`src/rtl/irq_pkg.sv`:
```
// irq_pkg: shared source indices, handler vectors, FSM states and priority helpers for the IRQ controller.
package irq_pkg;
    localparam int NSRC = 4;
    localparam logic [1:0] SRC_TIMER = 2'd0, SRC_SYSCALL = 2'd1, SRC_PORT = 2'd2, SRC_EXCEPT = 2'd3;
    localparam logic [9:0] VEC_TIMER = 10'h013, VEC_SYSCALL = 10'h3FD, VEC_PORT = 10'h3FC, VEC_EXCEPT = 10'h3FB;
    typedef enum logic [1:0] {IDLE, REQUEST, SERVICE} state_t;
    // Fixed priority order: except > port > timer > syscall.
    function automatic logic [1:0] prio_idx(input logic [NSRC-1:0] r);
        return r[SRC_EXCEPT] ? SRC_EXCEPT : r[SRC_PORT] ? SRC_PORT : r[SRC_TIMER] ? SRC_TIMER : SRC_SYSCALL;
    endfunction
    function automatic logic [1:0] prio_rank(input logic [1:0] idx);
        return idx == SRC_EXCEPT ? 2'd3 : idx == SRC_PORT ? 2'd2 : idx == SRC_TIMER ? 2'd1 : 2'd0;
    endfunction
    function automatic logic [9:0] vec_of(input logic [1:0] idx);
        return idx == SRC_EXCEPT ? VEC_EXCEPT : idx == SRC_PORT ? VEC_PORT : idx == SRC_TIMER ? VEC_TIMER : VEC_SYSCALL;
    endfunction
endpackage

```
`src/rtl/irq_if.sv`:
```
// irq_if: CPU-side and source-side signals of the IRQ controller; master drives requests/strobes, slave is the controller.
interface irq_if;
    logic [3:0] irq_req;
    logic       mask_we;
    logic [3:0] mask_wdata;
    logic       cpu_ack;
    logic       iret;
    logic       irq_pending;
    logic [9:0] vec_addr;
    logic [3:0] in_service;
    logic [3:0] mask_q;
    modport master(output irq_req, mask_we, mask_wdata, cpu_ack, iret,
                   input irq_pending, vec_addr, in_service, mask_q);
    modport slave(input irq_req, mask_we, mask_wdata, cpu_ack, iret,
                  output irq_pending, vec_addr, in_service, mask_q);
endinterface

```
`src/rtl/irq_prio_enc.sv`:
```
// irq_prio_enc: combinational fixed-priority encoder returning valid, winning index and its vector.
module irq_prio_enc
    import irq_pkg::*;
(
    input  logic [NSRC-1:0] req_i,
    output logic            valid_o,
    output logic [1:0]      idx_o,
    output logic [9:0]      vec_o
);
    assign valid_o = |req_i;
    assign idx_o   = prio_idx(req_i);
    assign vec_o   = valid_o ? vec_of(idx_o) : '0;
endmodule

```
`src/rtl/irq_controller.sv`:
```
// irq_controller: edge-detecting 4-source interrupt controller with mask, fixed priority and IDLE/REQUEST/SERVICE FSM.
// Optional nesting of strictly higher-priority sources is enabled by defining IRQ_NESTING_EN.
module irq_controller
    import irq_pkg::*;
(
    input  logic clk,
    input  logic reset,
    irq_if.slave bus
);
    state_t state_q, state_d;
    logic [NSRC-1:0] prev_q, arm_q, pend_q, pend_d, svc_q, svc_d, en_mask_q;
    logic [NSRC-1:0] edges, eligible, win_oh, top_oh;
    logic [1:0] win_q, win_d, el_idx;
    logic [9:0] vec_q, vec_d, el_vec;
    logic el_valid, can_raise;
    // A source held high through reset stays disarmed until it has been seen low.
    assign edges    = bus.irq_req & ~prev_q & arm_q;
    assign eligible = pend_q & en_mask_q & ~svc_q;
    assign win_oh   = 4'b1 << win_q;
    assign top_oh   = 4'b1 << prio_idx(svc_q);
    irq_prio_enc u_enc (.req_i(eligible), .valid_o(el_valid), .idx_o(el_idx), .vec_o(el_vec));
`ifdef IRQ_NESTING_EN
    assign can_raise = el_valid && (svc_q == '0 || prio_rank(el_idx) > prio_rank(prio_idx(svc_q)));
`else
    assign can_raise = el_valid && svc_q == '0;
`endif
    always_comb begin
        state_d = state_q;
        pend_d  = pend_q | edges;
        svc_d   = svc_q;
        win_d   = win_q;
        vec_d   = vec_q;
        unique case (state_q)
            REQUEST: if (bus.cpu_ack) begin
                pend_d  = (pend_q & ~win_oh) | edges;
                svc_d   = svc_q | win_oh;
                state_d = SERVICE;
            end
            SERVICE: if (bus.iret) begin
                svc_d   = svc_q & ~top_oh;
                state_d = (svc_q & ~top_oh) == '0 ? IDLE : SERVICE;
            end else if (can_raise) begin
                state_d = REQUEST;
                win_d   = el_idx;
                vec_d   = el_vec;
            end
            default: if (can_raise) begin
                state_d = REQUEST;
                win_d   = el_idx;
                vec_d   = el_vec;
            end
        endcase
    end
    always_ff @(posedge clk) begin
        if (reset) begin
            state_q   <= IDLE;
            prev_q    <= '0;
            arm_q     <= ~bus.irq_req;
            pend_q    <= '0;
            svc_q     <= '0;
            en_mask_q <= 4'b1111;
            win_q     <= '0;
            vec_q     <= '0;
        end else begin
            state_q   <= state_d;
            prev_q    <= bus.irq_req;
            arm_q     <= arm_q | ~bus.irq_req;
            pend_q    <= pend_d;
            svc_q     <= svc_d;
            en_mask_q <= bus.mask_we ? bus.mask_wdata : en_mask_q;
            win_q     <= win_d;
            vec_q     <= vec_d;
        end
    end
    assign bus.irq_pending = state_q == REQUEST;
    assign bus.vec_addr    = state_q == REQUEST ? vec_q : '0;
    assign bus.in_service  = svc_q;
    assign bus.mask_q      = en_mask_q;
endmodule

```
`src/flat_wrapper.sv`:
```
// flat-port wrapper written by rule: the top's interface ports become plain ports
module irq_controller_flat import irq_pkg::*;
  (clk, reset, bus_irq_req, bus_mask_we, bus_mask_wdata, bus_cpu_ack, bus_iret, bus_irq_pending, bus_vec_addr, bus_in_service, bus_mask_q);
  irq_if bus_i ();
  input  logic clk;
  input  logic reset;
  input wire logic [$bits(bus_i.irq_req)-1:0] bus_irq_req;
  input wire logic [$bits(bus_i.mask_we)-1:0] bus_mask_we;
  input wire logic [$bits(bus_i.mask_wdata)-1:0] bus_mask_wdata;
  input wire logic [$bits(bus_i.cpu_ack)-1:0] bus_cpu_ack;
  input wire logic [$bits(bus_i.iret)-1:0] bus_iret;
  output wire logic [$bits(bus_i.irq_pending)-1:0] bus_irq_pending;
  output wire logic [$bits(bus_i.vec_addr)-1:0] bus_vec_addr;
  output wire logic [$bits(bus_i.in_service)-1:0] bus_in_service;
  output wire logic [$bits(bus_i.mask_q)-1:0] bus_mask_q;
  assign bus_i.irq_req = bus_irq_req;
  assign bus_i.mask_we = bus_mask_we;
  assign bus_i.mask_wdata = bus_mask_wdata;
  assign bus_i.cpu_ack = bus_cpu_ack;
  assign bus_i.iret = bus_iret;
  assign bus_irq_pending = bus_i.irq_pending;
  assign bus_vec_addr = bus_i.vec_addr;
  assign bus_in_service = bus_i.in_service;
  assign bus_mask_q = bus_i.mask_q;
  irq_controller u_core (.clk(clk), .reset(reset), .bus(bus_i));
endmodule
```
`config.mk`:
```
export PLATFORM = sky130hd
export DESIGN_NAME = irq_controller_flat
export DESIGN_NICKNAME = d
export VERILOG_FILES = /design/src/rtl/irq_pkg.sv /design/src/rtl/irq_if.sv /design/src/rtl/irq_prio_enc.sv /design/src/rtl/irq_controller.sv /design/src/flat_wrapper.sv
export SDC_FILE = /design/constraint.sdc
export NUM_CORES = 1
export LEC_CHECK = 0
export BUFFER_PORTS_ARGS = -buffer_cell sky130_fd_sc_hd__buf_2
export CAP_MARGIN = 10
export CORE_ASPECT_RATIO = 1.25
export CORE_UTILIZATION = 52
export DETAILED_ROUTE_END_ITERATION = 12
export PLACE_DENSITY = 0.77
export SYNTH_ARGS = -nofsm -noshare
export SYNTH_HDL_FRONTEND = slang
export SYNTH_SLANG_ARGS = --single-unit
export TNS_END_PERCENT = 100
```
`constraint.sdc`:
```
create_clock -name clk -period 1.9 [get_ports clk]
set_clock_uncertainty 0.1 [all_clocks]
set_input_delay 0.19 -clock clk [delete_from_list [all_inputs] [get_ports clk]]
set_output_delay 0.19 -clock clk [all_outputs]
set_load 0.03 [all_outputs]
```
After elaboration in Yosys (flattened, before gate mapping)
Index checks and enable logic that the tools add are counted.
{ "classes": {"eq_ne": 7, "shift": 2, "mux": 28, "n_bitwise": 16, "reduce_logical": 8} }
{ "op_table": {"columns": ["operator", "count"], "rows": [
  ["2-to-1 mux 10 bit", 7],
  ["AND 4 bit", 6],
  ["2-to-1 mux 2 bit", 10],
  ["2-to-1 mux 4 bit", 5],
  ["inverter 4 bit", 5],
  ["one-hot mux 10 bit (2 select lines)", 1],
  ["OR 4 bit", 4],
  ["zero test 4 bit", 2],
  ["one-hot mux 2 bit (2 select lines)", 2],
  ["one-hot mux 4 bit (2 select lines)", 1],
  ["left shift 1 x 2 -> 4 bit, first input constant", 2],
  ["equality test 2 bit, second input constant", 3],
  ["inequality test 2 bit, second input constant", 3],
  ["OR reduction 4 bit", 1],
  ["AND reduction 3 bit", 1],
  ["equality test 2 x 1 -> 1 bit, second input constant", 1],
  ["zero test 2 bit", 1],
  ["2-to-1 mux 1 bit", 2],
  ["AND reduction 2 bit", 1],
  ["nonzero test 2 bit", 1],
  ["logical AND 1 bit", 1],
  ["inverter 1 bit", 1]
]} }
{ "totals": {"register_bits": 34, "input_bits": 13, "out_inout_bits": 19, "wordCells": 69} }

Longest topological paths before layout
{ "depth": {"depth_word": 13, "depth_mapped": 7, "mapped_depth_nobuf": 6} }

Hierarchy
A second synthesis with hierarchy kept.
{ "unflattened": {"hier_cells": 189, "hier_area_um2": 1732.9} }
{ "by_module_without_submodules": {"columns": ["mod", "n_inst", "cells_each", "area_each_um2", "seq_area_each_um2"], "rows": [
  ["irq_controller", 1, 172, 1620.3, 680.7],
  ["irq_prio_enc", 1, 17, 112.6, 0.0]
]} }

Least setup slack after synthesis
Ideal clock, no wire load.
{ "synth_timing": {"path_kind": "reg-to-output", "start": "register u_core.state_q[1]", "end": "output port bus_vec_addr[5]", "arrival_time_ns": 1.680, "t_required_ns": 1.610, "setup_slack_ns": -0.070, "stages_incl_launch_ff": 6, "n_path_buf": 2, "path_cell_list": "dfxtp_1 > inv_1 > ha_1 > clkbuf_1 > and2_1 > buf_4"} }
{ "synth_via": {"elab_chain_cells": 2} }
{ "synth_rtl": {"columns": ["item", "line", "text"], "rows": [
  ["from (decl)", "irq_controller.sv:10", "state_t state_q, state_d;"],
  ["from (signal assigned)", "irq_controller.sv:65", "state_q <= state_d;"],
  ["equality test 2 x 1 -> 1 bit", null, null],
  ["named net bus_irq_pending", "flat_wrapper.sv:12", "output wire logic [$bits(bus_i.irq_pending)-1:0] bus_irq_pending;"],
  ["2-to-1 mux 10 bit", "irq_controller.sv:76", "assign bus.vec_addr = state_q == REQUEST ? vec_q : '0;"],
  ["to (decl)", "flat_wrapper.sv:13", "output wire logic [$bits(bus_i.vec_addr)-1:0] bus_vec_addr;"]
]} }
The timed path passes the listed nets, and every way through them passes these cells.

Worst setup path in the final report
{ "layout_timing": {"start": "register u_core.svc_q[2] (netlist: u_core.bus.in_service[2])", "end": "register u_core.win_q[1]"} }
{ "layout_via": {"elab_chain_cells": 7, "word_cells_on_any_way": 10, "cone_classes": "5 x mux; 2 x bitwise; 3 x reduce/logical"} }
{ "layout_rtl": {"columns": ["item", "line", "text"], "rows": [
  ["from (decl)", "irq_controller.sv:11", "logic [NSRC-1:0] prev_q, arm_q, pend_q, pend_d, svc_q, svc_d, en_mask_q;"],
  ["from (signal assigned)", "irq_controller.sv:69", "svc_q <= svc_d;"],
  ["inverter 4 bit", "irq_controller.sv:18", "assign eligible = pend_q & en_mask_q & ~svc_q;"],
  ["AND 4 bit", "irq_controller.sv:18", null],
  ["2-to-1 mux 2 bit or OR reduction 4 bit (tied branches)", "irq_pkg.sv:9, irq_prio_enc.sv:10", null],
  ["2-to-1 mux 2 bit or logical AND 1 bit (tied branches)", "irq_pkg.sv:9, irq_controller.sv:25", null],
  ["2-to-1 mux 2 bit (*)", "irq_controller.sv:42, irq_controller.sv:47", null],
  ["2-to-1 mux 2 bit", "irq_controller.sv:39", "SERVICE: if (bus.iret) begin"],
  ["one-hot mux 2 bit (2 select lines) (*)", "irq_controller.sv:33", "unique case (state_q)"],
  ["to (signal assigned)", "irq_controller.sv:71", "win_q <= win_d;"],
  ["to (decl)", "irq_controller.sv:13", "logic [1:0] win_q, win_d, el_idx;"]
]} }
Mark *: on every way between the ends. The rest lies on a longest branch, timed or not. The select of a mux whose other input is x is not followed.
A chain may end at the register's enable or synchronous reset.

==> flow_results.org <==
** Timing
- Endpoints failing hold :: 0
- Max Slew Vio Count :: 0
- Setup repair after global routing left no endpoint under its margin.
- F_max :: 570.7 MHz
- Final critical-path share of the clock period :: 92.22%
- At the pin with the least slew margin, the transition time is 0.4386 ns.
- In this run the tightest slew margin relative to its limit is 70.76%.
- Total setup violations reported at the end of the flow :: 0
- Total negative slack :: 0 ns
- After layout, the minimum clock period comes to 1.752 ns.
- Worst hold slack after final layout :: 0.07305 ns

** Global route
- Entering global routing, the biggest net connects 25 pins.
- Initial antenna violation count :: 0
- The number of global-route vias before repair was 1096.
- Total congestion overflow :: 0
- For this run, the total global-route usage over all layers was measured as 24.68%.
- The first global-routing pass estimated 4657 um of wire.

** Die
- The die is 58.28 um tall.
- The floorplan step defined a die boundary enclosing 2740 um^2.
- For this configuration, the core starts out at a cell density of 54.28%.
- Rows :: 20
- Core Region :: 2427 um^2
- # IOs :: 32
- Die W :: 47.02 um

** Synthesis
- When the netlist entered floorplanning its net count stood at 164.
- Async SR Flop Fraction :: 0%
- The biggest area contributor in the post-synthesis netlist is sky130_fd_sc_hd__dfxtp_1.
- After synthesis, the cell types taking the most area are sky130_fd_sc_hd__dfxtp_1, sky130_fd_sc_hd__a21oi_1, sky130_fd_sc_hd__o21ai_0, sky130_fd_sc_hd__ha_1, sky130_fd_sc_hd__mux2i_1.
- Post-synthesis adder-cell area fraction :: 3.799%
- Post-synth top flop :: sky130_fd_sc_hd__dfxtp_1
- Multiplexer cells account for 3.039% of the synthesized area.
- Mapped Area :: 1318 um^2
- Total number of yosys warnings :: 0
- For this run, the register share of the synthesized area comes to 44.06%.
- After synthesis the netlist holds a flip-flop and latch count of 29.
- Post-synthesis cell type count :: 31
- Area share of the leading cell type in the synthesized netlist :: 44.06%
- Each instance of the synthesized netlist takes up on average 8.963 um^2.
- Number of cells produced by synthesis :: 147
- Summing the areas of all compound-gate instances in the mapped netlist gives 20.70% of the synthesized area.
- Summing the areas of all and, or, nand and nor instances in the mapped netlist gives 21.56% of the synthesized area.
- Counting flops with a built-in enable in the synthesized netlist gives 0.
- Dominant combinational cell family by area after synthesis :: simple AND/OR/NAND/NOR gates
- Synthesized-area fraction occupied by xor and xnor cells :: 0%

** Critical path
- CP required :: 2.04 ns
- The slowest stage of the critical path is the sky130_fd_sc_hd__dfxtp_1 cell.
- Walking the worst path, the cells encountered are and3b_1 > o41ai_4 > nor2_2 > a211oi_1.
- Crit Path Max Fanout :: 8
- Worst path max stage delay :: 0.45 ns
- Kind of cell adding the most delay to the critical path :: compound AO/OA/AOI/OAI gates
- Number of buffer and inverter instances along the worst setup path :: 0
- Arrival time of data at the critical path endpoint :: 1.89 ns
- Kind of end point of the critical path :: flip-flop
- The setup path with the least slack is of type reg2reg.
- STA classifies the critical path startpoint as a flip-flop.

** Detailed routing
- Routed length per instance :: 13.17 um
- Number of DRC violations after detailed routing :: 0
- Avg Vias per Cell :: 5.320
- Initial DRC Count :: 30
- Summed over all layers, the routed wires come to 2885 um.
- Routed Antenna Nets :: 0
- The first detailed-routing pass took 4 iterations.
- The final route contains 1165 vias.

** Final layout
- Diode insertion count for antenna repair :: 0
- The final layout contains 202 nets.
- Area overhead of the layout relative to synthesis :: 23.08%
- Fill cell total of the finished layout :: 218
- In the final layout, the share of cells above drive strength 1 is 25.81%.
- FF/Latch Area :: 580.6 um^2
- In the final layout, the multi-input gates occupy 660.6 um^2.

** Clock tree
- Number of buffers inserted during clock tree synthesis :: 5
- The longest clock path from root to sink contains 2 buffers.
- Clock edge transition at the registers on the reported setup and hold paths :: 0.09 ns
- # clock sinks :: 29
- Clock root buffer :: sky130_fd_sc_hd__clkbuf_4
- Clock latency on the worst-skew pair, taken at its later pin, is 0.33 ns.
- The H-tree was split into 2 levels.
- TritonCTS built the clock tree.

** Placed design
- The congestion estimate from routability-driven global placement came to 0.8579.
- Detailed placement HPWL :: 2038 um
- Port bufs :: 31

** Power and ir drop
- IR analysis of the VDD net gives a maximum drop of 0.6382 mV.
- Power spread over the standard cell area amounts to 1098 nW/um^2.
- The analysis attributes to cell leakage a power of 0.7368 nW.

** Worst hold path
- In this run the worst hold path is classified as in2reg.

** Flow run
- Across the run, the number of max-cap violations was 0.

** Run status
- The flow ran to the end, and the final reports show no timing, DRC or antenna violations.
-- state kept, by name, summed over array words and instances, names as in the netlist --
signal	flops
u_core.arm_q	4
u_core.state_q	2
u_core.win_q	2
u_core.bus.in_service	4
u_core.vec_q	5
u_core.prev_q	4
u_core.bus.mask_q	4
u_core.pend_q	4
-- stage by stage --
stage	cell area [um^2]	cells	util, %	power [mW]	setup WS [ns]
2_1_floorplan	1319	147	-	1.255	0.06580
3_3_place_gp	1474	203	60.72	1.384	0.2212
3_5_place_dp	1474	203	60.72	1.405	0.1653
4_1_cts	1612	219	66.39	1.771	0.1147
5_1_grt	1622	219	66.80	1.889	0.05001
6_report	1622	219	66.80	1.780	0.1478
-- cell families (layout without fill, tap and decap cells) --
logic type / after synthesis / count (layout)
flops: 29 / 29
buf+inv: 19 / 58
simple gates: 52 / 52
compound gates: 39 / 39
mux: 4 / 4
fa+ha+maj: 4 / 4
-- layout by cell type, fill, tap and decap left out, types with 3 or more instances in the layout --
| cell type | synthesis | final |
|---|---|---|
| sky130_fd_sc_hd__a211oi_1 | 5 | 5 |
| sky130_fd_sc_hd__a21oi_1 | 12 | 12 |
| sky130_fd_sc_hd__and2_1 | 5 | 4 |
| sky130_fd_sc_hd__and3b_1 | 3 | 3 |
| sky130_fd_sc_hd__buf_2 | 0 | 31 |
| sky130_fd_sc_hd__clkbuf_4 | 0 | 5 |
| sky130_fd_sc_hd__dfxtp_1 | 29 | 29 |
| sky130_fd_sc_hd__dlygate4sd3_1 | 0 | 8 |
| sky130_fd_sc_hd__ha_1 | 4 | 3 |
| sky130_fd_sc_hd__inv_1 | 9 | 9 |
| sky130_fd_sc_hd__mux2i_1 | 4 | 4 |
| sky130_fd_sc_hd__nand2_1 | 8 | 8 |
| sky130_fd_sc_hd__nand3_1 | 3 | 3 |
| sky130_fd_sc_hd__nand3b_1 | 4 | 4 |
| sky130_fd_sc_hd__nor2_1 | 10 | 10 |
| sky130_fd_sc_hd__nor2b_1 | 6 | 6 |
| sky130_fd_sc_hd__nor3_1 | 7 | 7 |
| sky130_fd_sc_hd__o21ai_0 | 11 | 11 |
-- power by group --
group	switching [mW]	total (mW)	internal, mW	leakage [nW]
Combinational	0.384	0.636	0.252	0.466
Sequential	0.0850	0.786	0.701	0.240
Clock	0.218	0.357	0.139	0.0310
-- what timing repair did --
item / CTS / global route
resized for setup: 1 / 1
hold buffers: 8 / 0
hold endpoints to repair: 11 / 0
setup buffers: 0 / 0
endpoints found under the setup margin: 6 / 1
-- worst paths after layout --
check,start,slack (ns),cells past startpoint,endpoint
setup / recovery,u_core.bus.in_service[2],0.15,4,u_core.win_q[1]
hold reg to reg,u_core.arm_q[3],0.36,2,u_core.arm_q[3]
setup reg to reg,u_core.bus.in_service[2],0.15,4,u_core.win_q[1]
hold / removal,bus_mask_we,0.07,3,u_core.bus.mask_q[1]
-- cell type report --
type / count / area share [%]
Clock inverter: 3 / 1.080
Sequential cell: 29 / 35.80
Inverter: 9 / 2.083
Timing Repair Buffer: 41 / 15.43
Clock buffer: 5 / 2.315
Tap cell: 33 / 2.546
Multi-Input combinational cell: 99 / 40.74
-- cells in the mapped netlist, drive strengths merged (2+ instances only) --
cell type	n
buf	5
a41oi	2
and2	6
nor2b	6
nand3b	4
nand2	8
o31ai	2
ha	4
a211oi	5
and3b	3
mux2i	4
clkbuf	5
nand3	3
a21oi	12
inv	9
nor3	7
nor2	11
nand2b	2
dfxtp	29
o41ai	2
o21ai	11
-- per-layer routing --
layer | part of all wire [%] | GRT usage (%) | vias up
li1 | - | - | 592
met1 | 41 | 27.25 | 535
met2 | 54 | 41.87 | 28
met3 | 2.8 | 5.607 | 10
met4 | 2.8 | 13.47 | 0
met5 | 0 | 0 | -
-- tightest hold or removal path, stage by stage --
cell	delay (ns)
sky130_fd_sc_hd__buf_2	0.14
sky130_fd_sc_hd__mux2i_1	0.08
sky130_fd_sc_hd__nand2_1	0.06
Power figures use the tool's default switching activity.
